$ cat config.mk
export PLATFORM = sky130hd
export DESIGN_NAME = gauss_window_filter_flat
export DESIGN_NICKNAME = d
export VERILOG_FILES = /design/src/rtl/gauss_window_filter_pkg.sv /design/src/rtl/gauss_window_filter_if.sv /design/src/rtl/gauss_window_filter_mac_pipe.sv /design/src/rtl/gauss_window_filter.sv /design/src/flat_wrapper.sv
export SDC_FILE = /design/constraint.sdc
export NUM_CORES = 1
export LEC_CHECK = 0
export CAP_MARGIN = 30
export CORE_MARGIN = 1.5
export CORE_UTILIZATION = 30
export DETAILED_ROUTE_END_ITERATION = 10
export PLACE_DENSITY = 0.45
export SYNTH_ARGS = -nofsm -noshare
export SYNTH_HDL_FRONTEND = slang
export SYNTH_SLANG_ARGS = --single-unit
$ cat constraint.sdc
create_clock -name clk -period 3.1 [get_ports clk]
set_input_delay 0.62 -clock clk [delete_from_list [all_inputs] [get_ports clk]]
set_output_delay 0.62 -clock clk [all_outputs]
set_load 0.01 [all_outputs]
$ cat src/rtl/gauss_window_filter_pkg.sv
// Shared types, constants and helpers for the Gaussian window filter.
// The 2-D kernel is the outer product of the binomial taps [1 2 1].
package gauss_window_filter_pkg;

    localparam int unsigned GAUSS_SHIFT = 4;
    localparam int unsigned GAUSS_K     = 3;
    // Headroom for one kernel row: taps sum to 4, the centre row doubles it to 8.
    localparam int unsigned GAUSS_PART_EXTRA = 3;

    typedef enum logic {
        StRun,
        StDrain
    } frame_state_e;

    function automatic int unsigned gauss_tap(input int unsigned i);
        return (i == GAUSS_K / 2) ? 2 : 1;
    endfunction

    function automatic int unsigned gauss_coef(input int unsigned r, input int unsigned c);
        return gauss_tap(r) * gauss_tap(c);
    endfunction

    function automatic int unsigned cnt_width(input int unsigned n);
        return (n > 1) ? $clog2(n) : 1;
    endfunction

endpackage

$ cat src/rtl/gauss_window_filter_if.sv
// Column stream in from the row buffer and filtered pixel stream out.
// slave is the filter side, master is the producer/consumer side.
interface gauss_window_filter_if
    import gauss_window_filter_pkg::*;
#(
    parameter int unsigned K           = 3,
    parameter int unsigned PIXEL_WIDTH = 8,
    parameter int unsigned IMG_W       = 8,
    parameter int unsigned OUT_ROWS    = 6
) ();

    localparam int unsigned ROW_W     = cnt_width(OUT_ROWS);
    localparam int unsigned OUT_COL_W = cnt_width(IMG_W - K + 1);

    logic                     col_valid;
    logic [K*PIXEL_WIDTH-1:0] col_in;
    logic [PIXEL_WIDTH-1:0]   out_pixel;
    logic                     out_valid;
    logic [ROW_W-1:0]         out_row;
    logic [OUT_COL_W-1:0]     out_col;
    logic                     done;

    modport master (
        output col_valid,
        output col_in,
        input  out_pixel,
        input  out_valid,
        input  out_row,
        input  out_col,
        input  done
    );

    modport slave (
        input  col_valid,
        input  col_in,
        output out_pixel,
        output out_valid,
        output out_row,
        output out_col,
        output done
    );

endinterface

$ cat src/rtl/gauss_window_filter_mac_pipe.sv
// Two-stage Gaussian weighted sum: per-row partials, then total and shift.
// A valid/coordinate sideband travels alongside the data; bubbles carry valid=0.
module gauss_window_filter_mac_pipe
    import gauss_window_filter_pkg::*;
#(
    parameter int unsigned K           = 3,
    parameter int unsigned PIXEL_WIDTH = 8,
    parameter int unsigned SHIFT       = GAUSS_SHIFT,
    parameter int unsigned ROW_W       = 3,
    parameter int unsigned COL_W       = 3
) (
    input  logic                   clk,
    input  logic                   rst_n,
    input  logic                   in_valid,
    input  logic [ROW_W-1:0]       in_row,
    input  logic [COL_W-1:0]       in_col,
    input  logic [PIXEL_WIDTH-1:0] win [K][K],
    output logic                   out_valid,
    output logic [ROW_W-1:0]       out_row,
    output logic [COL_W-1:0]       out_col,
    output logic [PIXEL_WIDTH-1:0] out_pixel
);

    localparam int unsigned PART_W = PIXEL_WIDTH + GAUSS_PART_EXTRA;
    localparam int unsigned SUM_W  = PIXEL_WIDTH + SHIFT;

    logic [PART_W-1:0]      part_d [K];
    logic [PART_W-1:0]      part_q [K];
    logic                   s1_valid_q;
    logic [ROW_W-1:0]       s1_row_q;
    logic [COL_W-1:0]       s1_col_q;
    logic [SUM_W-1:0]       sum_d;
    logic [PIXEL_WIDTH-1:0] pixel_d;

    always_comb begin
        for (int unsigned r = 0; r < K; r++) begin
            part_d[r] = '0;
            for (int unsigned c = 0; c < K; c++) begin
                part_d[r] = part_d[r] + PART_W'(gauss_coef(r, c)) * PART_W'(win[r][c]);
            end
        end
    end

    always_comb begin
        sum_d = '0;
        for (int unsigned r = 0; r < K; r++) begin
            sum_d = sum_d + SUM_W'(part_q[r]);
        end
        // Coefficients sum to 2^SHIFT, so the shifted result always fits a pixel.
        pixel_d = PIXEL_WIDTH'(sum_d >> SHIFT);
    end

    always_ff @(posedge clk or negedge rst_n) begin
        if (!rst_n) begin
            for (int unsigned r = 0; r < K; r++) begin
                part_q[r] <= '0;
            end
            s1_valid_q <= 1'b0;
            s1_row_q   <= '0;
            s1_col_q   <= '0;
            out_valid  <= 1'b0;
            out_row    <= '0;
            out_col    <= '0;
            out_pixel  <= '0;
        end else begin
            for (int unsigned r = 0; r < K; r++) begin
                part_q[r] <= part_d[r];
            end
            s1_valid_q <= in_valid;
            s1_row_q   <= in_row;
            s1_col_q   <= in_col;
            out_valid  <= s1_valid_q;
            out_row    <= s1_row_q;
            out_col    <= s1_col_q;
            out_pixel  <= pixel_d;
        end
    end

endmodule

$ cat src/rtl/gauss_window_filter.sv
// Shifts incoming pixel columns into a KxK window, tracks row/column position,
// and feeds every complete window to the Gaussian MAC pipeline.
module gauss_window_filter
    import gauss_window_filter_pkg::*;
#(
    parameter int unsigned K           = 3,
    parameter int unsigned PIXEL_WIDTH = 8,
    parameter int unsigned IMG_W       = 8,
    parameter int unsigned OUT_ROWS    = 6,
    parameter int unsigned SHIFT       = GAUSS_SHIFT
) (
    input logic                  clk,
    input logic                  rst_n,
    gauss_window_filter_if.slave bus
);

    localparam int unsigned COL_CNT_W = cnt_width(IMG_W);
    localparam int unsigned ROW_W     = cnt_width(OUT_ROWS);
    localparam int unsigned OUT_COL_W = cnt_width(IMG_W - K + 1);
    localparam int unsigned FILL_W    = cnt_width(K + 1);

    logic [PIXEL_WIDTH-1:0] win_q [K][K];
    logic [COL_CNT_W-1:0]   col_cnt_q, col_cnt_d;
    logic [ROW_W-1:0]       row_cnt_q, row_cnt_d;
    logic [FILL_W-1:0]      fill_q, fill_d;
    frame_state_e           state_q;
    logic                   win_valid_q;
    logic [ROW_W-1:0]       win_row_q;
    logic [OUT_COL_W-1:0]   win_col_q;
    logic                   done_q, done_d;

    logic accept, row_end, complete, last_win;

    logic                   mac_valid;
    logic [ROW_W-1:0]       mac_row;
    logic [OUT_COL_W-1:0]   mac_col;
    logic [PIXEL_WIDTH-1:0] mac_pixel;

    always_comb begin
        // Between the final window and done, late columns are dropped.
        accept    = bus.col_valid && (state_q == StRun);
        row_end   = col_cnt_q == COL_CNT_W'(IMG_W - 1);
        complete  = accept && (fill_q >= FILL_W'(K - 1));
        last_win  = complete && row_end && (row_cnt_q == ROW_W'(OUT_ROWS - 1));
        col_cnt_d = row_end ? '0 : col_cnt_q + 1'b1;
        if (row_end) begin
            fill_d = '0;
        end else if (fill_q == FILL_W'(K)) begin
            fill_d = fill_q;
        end else begin
            fill_d = fill_q + 1'b1;
        end
        if (!row_end) begin
            row_cnt_d = row_cnt_q;
        end else if (row_cnt_q == ROW_W'(OUT_ROWS - 1)) begin
            row_cnt_d = '0;
        end else begin
            row_cnt_d = row_cnt_q + 1'b1;
        end
        done_d = mac_valid && (mac_row == ROW_W'(OUT_ROWS - 1)) &&
                 (mac_col == OUT_COL_W'(IMG_W - K));
    end

    always_ff @(posedge clk or negedge rst_n) begin
        if (!rst_n) begin
            for (int unsigned r = 0; r < K; r++) begin
                for (int unsigned c = 0; c < K; c++) begin
                    win_q[r][c] <= '0;
                end
            end
            col_cnt_q   <= '0;
            row_cnt_q   <= '0;
            fill_q      <= '0;
            state_q     <= StRun;
            win_valid_q <= 1'b0;
            win_row_q   <= '0;
            win_col_q   <= '0;
            done_q      <= 1'b0;
        end else begin
            win_valid_q <= complete;
            done_q      <= done_d;
            if (accept) begin
                for (int unsigned r = 0; r < K; r++) begin
                    for (int unsigned c = 0; c + 1 < K; c++) begin
                        win_q[r][c] <= win_q[r][c+1];
                    end
                    win_q[r][K-1] <= bus.col_in[r*PIXEL_WIDTH +: PIXEL_WIDTH];
                end
                col_cnt_q <= col_cnt_d;
                row_cnt_q <= row_cnt_d;
                fill_q    <= fill_d;
                win_row_q <= row_cnt_q;
                // Window's left edge is K-1 columns behind the column just taken.
                win_col_q <= OUT_COL_W'(col_cnt_q - COL_CNT_W'(K - 1));
            end
            unique case (state_q)
                StRun:   if (last_win) state_q <= StDrain;
                StDrain: if (done_d) state_q <= StRun;
                default: state_q <= StRun;
            endcase
        end
    end

    gauss_window_filter_mac_pipe #(
        .K          (K),
        .PIXEL_WIDTH(PIXEL_WIDTH),
        .SHIFT      (SHIFT),
        .ROW_W      (ROW_W),
        .COL_W      (OUT_COL_W)
    ) u_mac_pipe (
        .clk      (clk),
        .rst_n    (rst_n),
        .in_valid (win_valid_q),
        .in_row   (win_row_q),
        .in_col   (win_col_q),
        .win      (win_q),
        .out_valid(mac_valid),
        .out_row  (mac_row),
        .out_col  (mac_col),
        .out_pixel(mac_pixel)
    );

    assign bus.out_valid = mac_valid;
    assign bus.out_row   = mac_row;
    assign bus.out_col   = mac_col;
    assign bus.out_pixel = mac_pixel;
    assign bus.done      = done_q;

endmodule
$ cat src/flat_wrapper.sv
// flat-port wrapper written by rule: the top's interface ports become plain ports
module gauss_window_filter_flat import gauss_window_filter_pkg::*;
#(
    parameter int unsigned K           = 3,
    parameter int unsigned PIXEL_WIDTH = 8,
    parameter int unsigned IMG_W       = 8,
    parameter int unsigned OUT_ROWS    = 6,
    parameter int unsigned SHIFT       = GAUSS_SHIFT
)
  (clk, rst_n, bus_col_valid, bus_col_in, bus_out_pixel, bus_out_valid, bus_out_row, bus_out_col, bus_done);
  gauss_window_filter_if #(.K(K), .PIXEL_WIDTH(PIXEL_WIDTH), .IMG_W(IMG_W), .OUT_ROWS(OUT_ROWS)) bus_i ();
  input logic clk;
  input logic rst_n;
  input wire logic [$bits(bus_i.col_valid)-1:0] bus_col_valid;
  input wire logic [$bits(bus_i.col_in)-1:0] bus_col_in;
  output wire logic [$bits(bus_i.out_pixel)-1:0] bus_out_pixel;
  output wire logic [$bits(bus_i.out_valid)-1:0] bus_out_valid;
  output wire logic [$bits(bus_i.out_row)-1:0] bus_out_row;
  output wire logic [$bits(bus_i.out_col)-1:0] bus_out_col;
  output wire logic [$bits(bus_i.done)-1:0] bus_done;
  assign bus_i.col_valid = bus_col_valid;
  assign bus_i.col_in = bus_col_in;
  assign bus_out_pixel = bus_i.out_pixel;
  assign bus_out_valid = bus_i.out_valid;
  assign bus_out_row = bus_i.out_row;
  assign bus_out_col = bus_i.out_col;
  assign bus_done = bus_i.done;
  gauss_window_filter #(.K(K), .PIXEL_WIDTH(PIXEL_WIDTH), .IMG_W(IMG_W), .OUT_ROWS(OUT_ROWS), .SHIFT(SHIFT)) u_core (.clk(clk), .rst_n(rst_n), .bus(bus_i));
endmodule
==> results of run 1 <==
worst max-delay path: cells and delay by family (launching register included):
family	cells	cell delay, ns
fa+ha+maj	3	1.16
buf+inv	2	0.11
compound gates	4	0.91
flops	1	0.32
through the flow:
stage	hold slack (ns)	std cells	setup slack (ns)	cell area (µm²)	utilization, %
2_1_floorplan	0.324	629	0.644	6660	-
3_3_place_gp	0.337	938	0.539	7460	34.2
3_5_place_dp	0.336	938	0.498	7460	34.2
4_1_cts	0.215	970	0.467	8030	36.8
5_1_grt	0.229	970	0.349	8030	36.8
6_report	0.194	970	0.480	8030	36.8
cell usage after synthesis, types with 3 or more instances:
library cell	n	area [µm²]
nor3_1	8	40.0
a21o_1	7	52.6
o21bai_1	3	22.5
nand2b_1	4	25.0
buf_1	6	22.5
inv_1	24	90.1
xor2_1	11	96.3
ha_1	40	500
o211ai_1	7	52.6
nand3_1	8	40.0
o41a_1	3	33.8
a21oi_1	12	60.1
nand2_1	230	863
fa_1	33	661
nor2_1	18	67.6
clkbuf_1	12	45.0
xnor2_1	14	123
o21ai_0	21	105
dfrtp_1	141	3530
power by group through the flow:
stage | clock, W | combinational [W] | sequential, W
5_1_grt | 0.00212 | 0.000613 | 0.00200
2_1_floorplan | 0 | 0.000312 | 0.00203
6_report | 0.00196 | 0.000541 | 0.00199
3_3_place_gp | 0 | 0.000539 | 0.00202
4_1_cts | 0.00203 | 0.000553 | 0.00199
3_5_place_dp | 0 | 0.000550 | 0.00202
routing by layer:
layer,up-vias,routed length [µm]
met4,0,217
met3,22,346
met1,2079,5740
met5,-,0
li1,2137,-
met2,65,6020
final cells by class:
type / count / area (µm²) / area share, %
clock buffers: 18 / 439 / 5.47
clock inverters: 14 / 134 / 1.67
inverters: 24 / 90.1 / 1.12
multi-input cells: 445 / 2980 / 37.0
flip-flops and latches: 141 / 3530 / 43.9
well taps: 280 / 350 / 4.36
repair buffers: 48 / 517 / 6.43
cells by family (layout without fill, tap and decap cells):
group / Yosys count / in the layout / share of synthesized area (%)
AOI/OAI and AO/OA: 67 / 67 / 6.82
xor gates and xnor gates: 25 / 25 / 3.29
adders and majority gates: 73 / 73 / 17.4
buffers and inverters: 43 / 104 / 2.44
DFF: 141 / 141 / 53.0
and+or+nand+nor: 280 / 280 / 17.0
worst paths after layout:
path                       slack (ns)  depth (start not counted)                                  endpoint                                    start
setup / recovery                 0.48                          9    u_core.u_mac_pipe.part_q[31]$_DFF_PN0_             u_core.win_q[49]$_DFFE_PN0P_
hold / removal                   0.19                          1  u_core.u_mac_pipe.out_pixel[6]$_DFF_PN0_                                    rst_n
setup reg to reg                 0.48                          9    u_core.u_mac_pipe.part_q[31]$_DFF_PN0_             u_core.win_q[49]$_DFFE_PN0P_
hold reg to reg                  0.35                          0    u_core.u_mac_pipe.out_col[1]$_DFF_PN0_  u_core.u_mac_pipe.s1_col_q[1]$_DFF_PN0_
max in group asynchronous        2.20                          2    u_core.u_mac_pipe.part_q[17]$_DFF_PN0_                                    rst_n
min in group clk                 0.35                          0    u_core.u_mac_pipe.out_col[1]$_DFF_PN0_  u_core.u_mac_pipe.s1_col_q[1]$_DFF_PN0_
state kept, by name (all words and copies together), names as in the netlist, 2 cells and up:
signal	flops
u_core.win_row_q	3
u_core.u_mac_pipe.out_col	3
u_core.u_mac_pipe.out_row	3
u_core.u_mac_pipe.out_pixel	8
u_core.win_col_q	3
u_core.u_mac_pipe.s1_row_q	3
u_core.u_mac_pipe.part_q	30
u_core.row_cnt_q	3
u_core.u_mac_pipe.s1_col_q	3
u_core.win_q	72
u_core.col_cnt_q	3
u_core.fill_q	2
==> results.txt, run 1 <==
DR pass1 iterations = 4
CP Cell Sequence = inv_1 > fa_1 > inv_1 > ha_1 > fa_1 > a21o_1 > a21oi_1 > o21ai_0 > o41a_1
Cell Area, Synth = 6660 µm²
CTS tree = built
Final net count = 777
Most frequent cells in the layout = nand2_1, dfrtp_1, clkdlybuf4s50_1
Vias per inst = 4.44
Slew Viols, Final = 0
Switching Share = 26.9%
Share of power burned in registers = 44.2%
Port Buf Inserts = 42
Post-synth EDFFs = 0
Most common cell after layout, fill and taps aside = nand2_1
Die height = 152 µm
GR met2 Demand/Resource = 19.4%
Core area = 21800 µm²
GP Congestion = 0.756
Synth unique cells = 38
Initial Utilization = 30.5%
WP data required = 3.39 ns
Slew margin rel. = 43.6%
Async set-reset flop share out of synthesis = 100%
FMAX = 382 MHz
Worst slew pin tran = 0.846 ns
RSZ-0062 raised after global routing = false
Via count = 4303
M1 GR Usage = 14.5%
Initial antenna violation count = 0
Drt total wl = 12300 µm
GR Util All Layers = 11.7%
Top FF cell, synth = dfrtp_1
Sequential share of the synthesized area = 53.0%
Final Hold Viols = 0
# IOs = 43
Grt ovf = 0
Sinks on Clock Net = 141
DRT iter0 DRCs = 107
Final Critical Period = 2.62 ns
Root Buffer = clkbuf_16
Die X = 152 µm
Clk_skew = 0.0126 ns
Clk buf depth = 2
Global Route met3 Usage = 3.31%
Max Fanout on Critical Path = 3
Clk network pwr share = 43.7%
Maxcap violations = 0
DP HPWL = 8720 µm
Gate Count Post-Synth = 629
Layout cells sized above 1 = 6.67%
Worst hold-check path type = in -> async
Inserted Diodes = 0
Mean post-synth cell area = 10.6 µm²
Postcts setup bufs = 0
Gr busiest metal = met2
Setup crit end kind = register
Die Footprint = 23100 µm²
Clock latency on the worst-skew pair = 0.43 ns
Pin count of the biggest net entering global routing = 84
Warnings, synthesis = 0
Post-CTS resize count = 0
Leakage = 4.13 nW
CTS H-Tree Depth = 4
Num CTS Buffers = 17
Status = completed
Worst-path clk slew = 0.06 ns
Pwr/cell area = 559 nW/µm²
Avg WL per Cell = 12.7 µm
Net Switching = 0.00121 W
Int Power = 0.00328 W
Yosys reg bits = 141
Worst VDD drop = 0.000350 V
First-pass GRT wire length = 21700 µm
Comb power frac = 12.0%
# setup viols final = 0
Slowest stage delay, CP = 0.54 ns
Setup TNS = 0 ns
Layout area overhead = 20.7%
FP Rows = 54
Hold_buf cts = 0
CP Data Arrival Time = 2.91 ns
Critical path's slowest cell = fa_1
Post-detailed-route count of antenna-violating nets = 0
DRC Markers = 0
Filler Cells Inserted = 2155
Worst setup path class = reg -> reg
Post-Syn Nets = 729
Crit path launch type = register
Period Utilization, post-route = 84.5%
Vias in the first global route = 4586
Total power = 0.00449 W
Power figures use the tool's default switching activity.
==> run 2, diff against run 1 <==
==> constraint.sdc (replaced) <==
create_clock -name clk -period 2.6 [get_ports clk]
set_input_delay 0.52 -clock clk [delete_from_list [all_inputs] [get_ports clk]]
set_output_delay 0.52 -clock clk [all_outputs]
set_load 0.01 [all_outputs]
==> run 2 against run 1 <==
  * Global-route usage down 0.18 points
  * Via count shrank 0.74%
  * Critical path depth did not move
  * Largest power group unchanged
  * Sequential share of layout area is 0.075 points lower
  * Combinational power up 20%
==> results.txt, run 2 (same netlist as run 1, synthesis figures left out) <==
Status = completed
Pin count of the biggest net entering global routing = 50 (-40%)
R2r setup slk = 0.15 ns (-0.33 ns)
Setup crit end kind = register
RSZ-0062 raised after global routing = false
Vias in the first global route = 4467 (-2.6%)
GP Congestion = 0.734 (-2.8%)
DP HPWL = 8950 µm (+2.6%)
First-pass GRT wire length = 21500 µm (-1.1%)
Share of power burned in registers = 44.4% (+0.2 points)
Die Footprint = 23100 µm² (unchanged)
Hold_buf cts = 0 (unchanged)
DRC Markers = 0 (unchanged)
Clock latency on the worst-skew pair = 0.42 ns (about the same)
FP Rows = 54 (unchanged)
Sinks on Clock Net = 141 (unchanged)
CTS H-Tree Depth = 4 (unchanged)
Maxcap violations = 0 (unchanged)
Layout area overhead = 20.9%
Initial Utilization = 30.5% (unchanged)
Net Switching = 0.00144 W (+19%)
Pwr/cell area = 662 nW/µm² (+18%)
Largest register FFs = 72 (unchanged)
Top Registers = u_core.win_q: 72 flops, u_core.u_mac_pipe.part_q: 30 flops, u_core.u_mac_pipe.out_pixel: 8 flops
Via count = 4271 (-0.74%)
Slew margin rel. = 67.6% (+24 points)
Root Buffer = clkbuf_16
Slew Viols, Final = 0 (unchanged)
# IOs = 43 (unchanged)
Layout cells sized above 1 = 7.64% (+0.97 points)
DRT iter0 DRCs = 163 (+52%)
Biggest register = u_core.win_q
Core area = 21800 µm² (unchanged)
Worst setup path class = reg -> reg
Period Utilization, post-route = 94.4% (+9.8 points)
Postcts setup bufs = 0 (unchanged)
GR Util All Layers = 11.5% (-0.18 points)
Comb power frac = 12.2% (+0.2 points)
Clk buf depth = 2 (unchanged)
Final Critical Period = 2.45 ns (-0.167 ns)
Worst VDD drop = 0.000417 V (+19%)
Worst hold-check path type = in -> async
Worst-path clk slew = 0.06 ns (about the same)
Final net count = 781 (+0.51%)
Die height = 152 µm (unchanged)
CP Data Arrival Time = 2.74 ns (-0.17 ns)
Switching Share = 27.0% (+0.092 points)
Drt total wl = 12500 µm (+1.2%)
Slowest stage delay, CP = 0.53 ns (about the same)
# setup viols final = 0 (unchanged)
CP Cell Sequence = inv_1 > fa_1 > inv_1 > ha_1 > fa_1 > a21o_1 > a21oi_2 > o21ai_0 > o41a_1
Num CTS Buffers = 17 (unchanged)
Crit path launch type = register
Critical path's slowest cell = fa_1
CP bufs+invs = 2 (unchanged)
Most common cell after layout, fill and taps aside = nand2_1
Post-detailed-route count of antenna-violating nets = 0 (unchanged)
Worst slew pin tran = 0.486 ns (-0.360 ns)
Largest delay share family, worst path = adder cells
Vias per inst = 4.39 (-1.2%)
Clk_skew = 0.0138 ns (+0.00118 ns)
Port Buf Inserts = 42 (unchanged)
Fin util = 36.9% (+0.063 points)
Grt ovf = 0 (unchanged)
Final Hold Viols = 0 (unchanged)
WP data required = 2.89 ns (-0.50 ns)
Leakage = 4.13 nW (about the same)
Inserted Diodes = 0 (unchanged)
Die X = 152 µm (unchanged)
Initial antenna violation count = 0 (unchanged)
FMAX = 408 MHz (+6.8%)
Max Fanout on Critical Path = 3 (unchanged)
Reg2reg path depth = 9 (unchanged)
DR pass1 iterations = 6 (+2)
Int Power = 0.00389 W (+19%)
Reg2reg start = u_core.win_q[25]$_DFFE_PN0P_
CTS tree = built
Worst R2R End = u_core.u_mac_pipe.part_q[21]$_DFF_PN0_
Setup TNS = 0 ns (unchanged)
Avg WL per Cell = 12.8 µm (+0.82%)
Most frequent cells in the layout = nand2_1, dfrtp_1, clkdlybuf4s50_1
Clk network pwr share = 43.4% (-0.3 points)
[run 2: changes by cell type in the layout (fill, tap and decap cells not counted), sizes merged]
cell / before / now
inv: 36 / 34
buf: 7 / 11
clkinvlp: 1 / 2
clkinv: 1 / 3
clkbuf: 18 / 17
[run 2: worst reg2reg max path, stage by stage, from the launching register on]
cell and delay, ns:
dfrtp_1 0.32, inv_1 0.06, fa_1 0.53, inv_1 0.04, ha_1 0.22, fa_1 0.42
a21o_1 0.19, a21oi_2 0.14, o21ai_0 0.10, o41a_1 0.31
[run 2: power groups by stage]
stage                     registers, W  logic, W  clock network [W]
final                          0.00237  0.000650            0.00231
after global routing           0.00238  0.000736            0.00249
after CTS                      0.00237  0.000663            0.00240
after detailed placement       0.00241  0.000656                  0
after global placement         0.00241  0.000648                  0
after floorplan                0.00242  0.000373                  0
[run 2: per-layer routing]
metal | GRT usage, % | wire (µm) | vias up | part of all wire, %
met4 | 3.74 | 148 | 0 | 1.2
met5 | 0 | 0 | - | 0
met1 | 15.1 | 6020 | 2063 | 48
li1 | - | - | 2139 | -
met2 | 18.6 | 5950 | 59 | 48
met3 | 3.17 | 359 | 10 | 2.9
[run 2: what timing repair did]
action / 4_1_cts / 5_1_grt
setup endpoints to repair: 0 / 3
hold endpoints to repair: 0 / 0
gates resized for setup: 0 / 4
[run 2: through the flow]
stage,setup WS [ns],hold WS (ns),instance area [µm²],cells,power [W]
CTS,0.0184,0.0462,8040,974,0.00543
finish,0.147,0.0441,8050,974,0.00533
detailed placement,0.0471,0.336,7470,942,0.00307
global placement,0.132,0.334,7470,942,0.00306
global route,0.00109,0.0597,8050,974,0.00561
floorplan,0.144,0.224,6660,629,0.00279
[run 2: cell type report]
cell class	instances	area, µm²
well taps	280	350
inverters	24	90.1
multi-input cells	445	2990
clock buffers	17	425
fillers	2134	13800
clock inverters	15	146
repair buffers	52	522
flip-flops and latches	141	3530
[run 2: how the worst max path moves through the flow]
stage	from	endpoint	cells past startpoint
finish	u_core.win_q[25]$_DFFE_PN0P_	u_core.u_mac_pipe.part_q[21]$_DFF_PN0_	9
global route	u_core.win_q[49]$_DFFE_PN0P_	u_core.u_mac_pipe.part_q[31]$_DFF_PN0_	9
CTS	u_core.win_q[49]$_DFFE_PN0P_	u_core.u_mac_pipe.part_q[31]$_DFF_PN0_	9
detailed placement	u_core.win_q[49]$_DFFE_PN0P_	u_core.u_mac_pipe.part_q[31]$_DFF_PN0_	9
global placement	u_core.win_q[49]$_DFFE_PN0P_	u_core.u_mac_pipe.part_q[31]$_DFF_PN0_	9
floorplan	u_core.win_q[49]$_DFFE_PN0P_	u_core.u_mac_pipe.part_q[31]$_DFF_PN0_	9
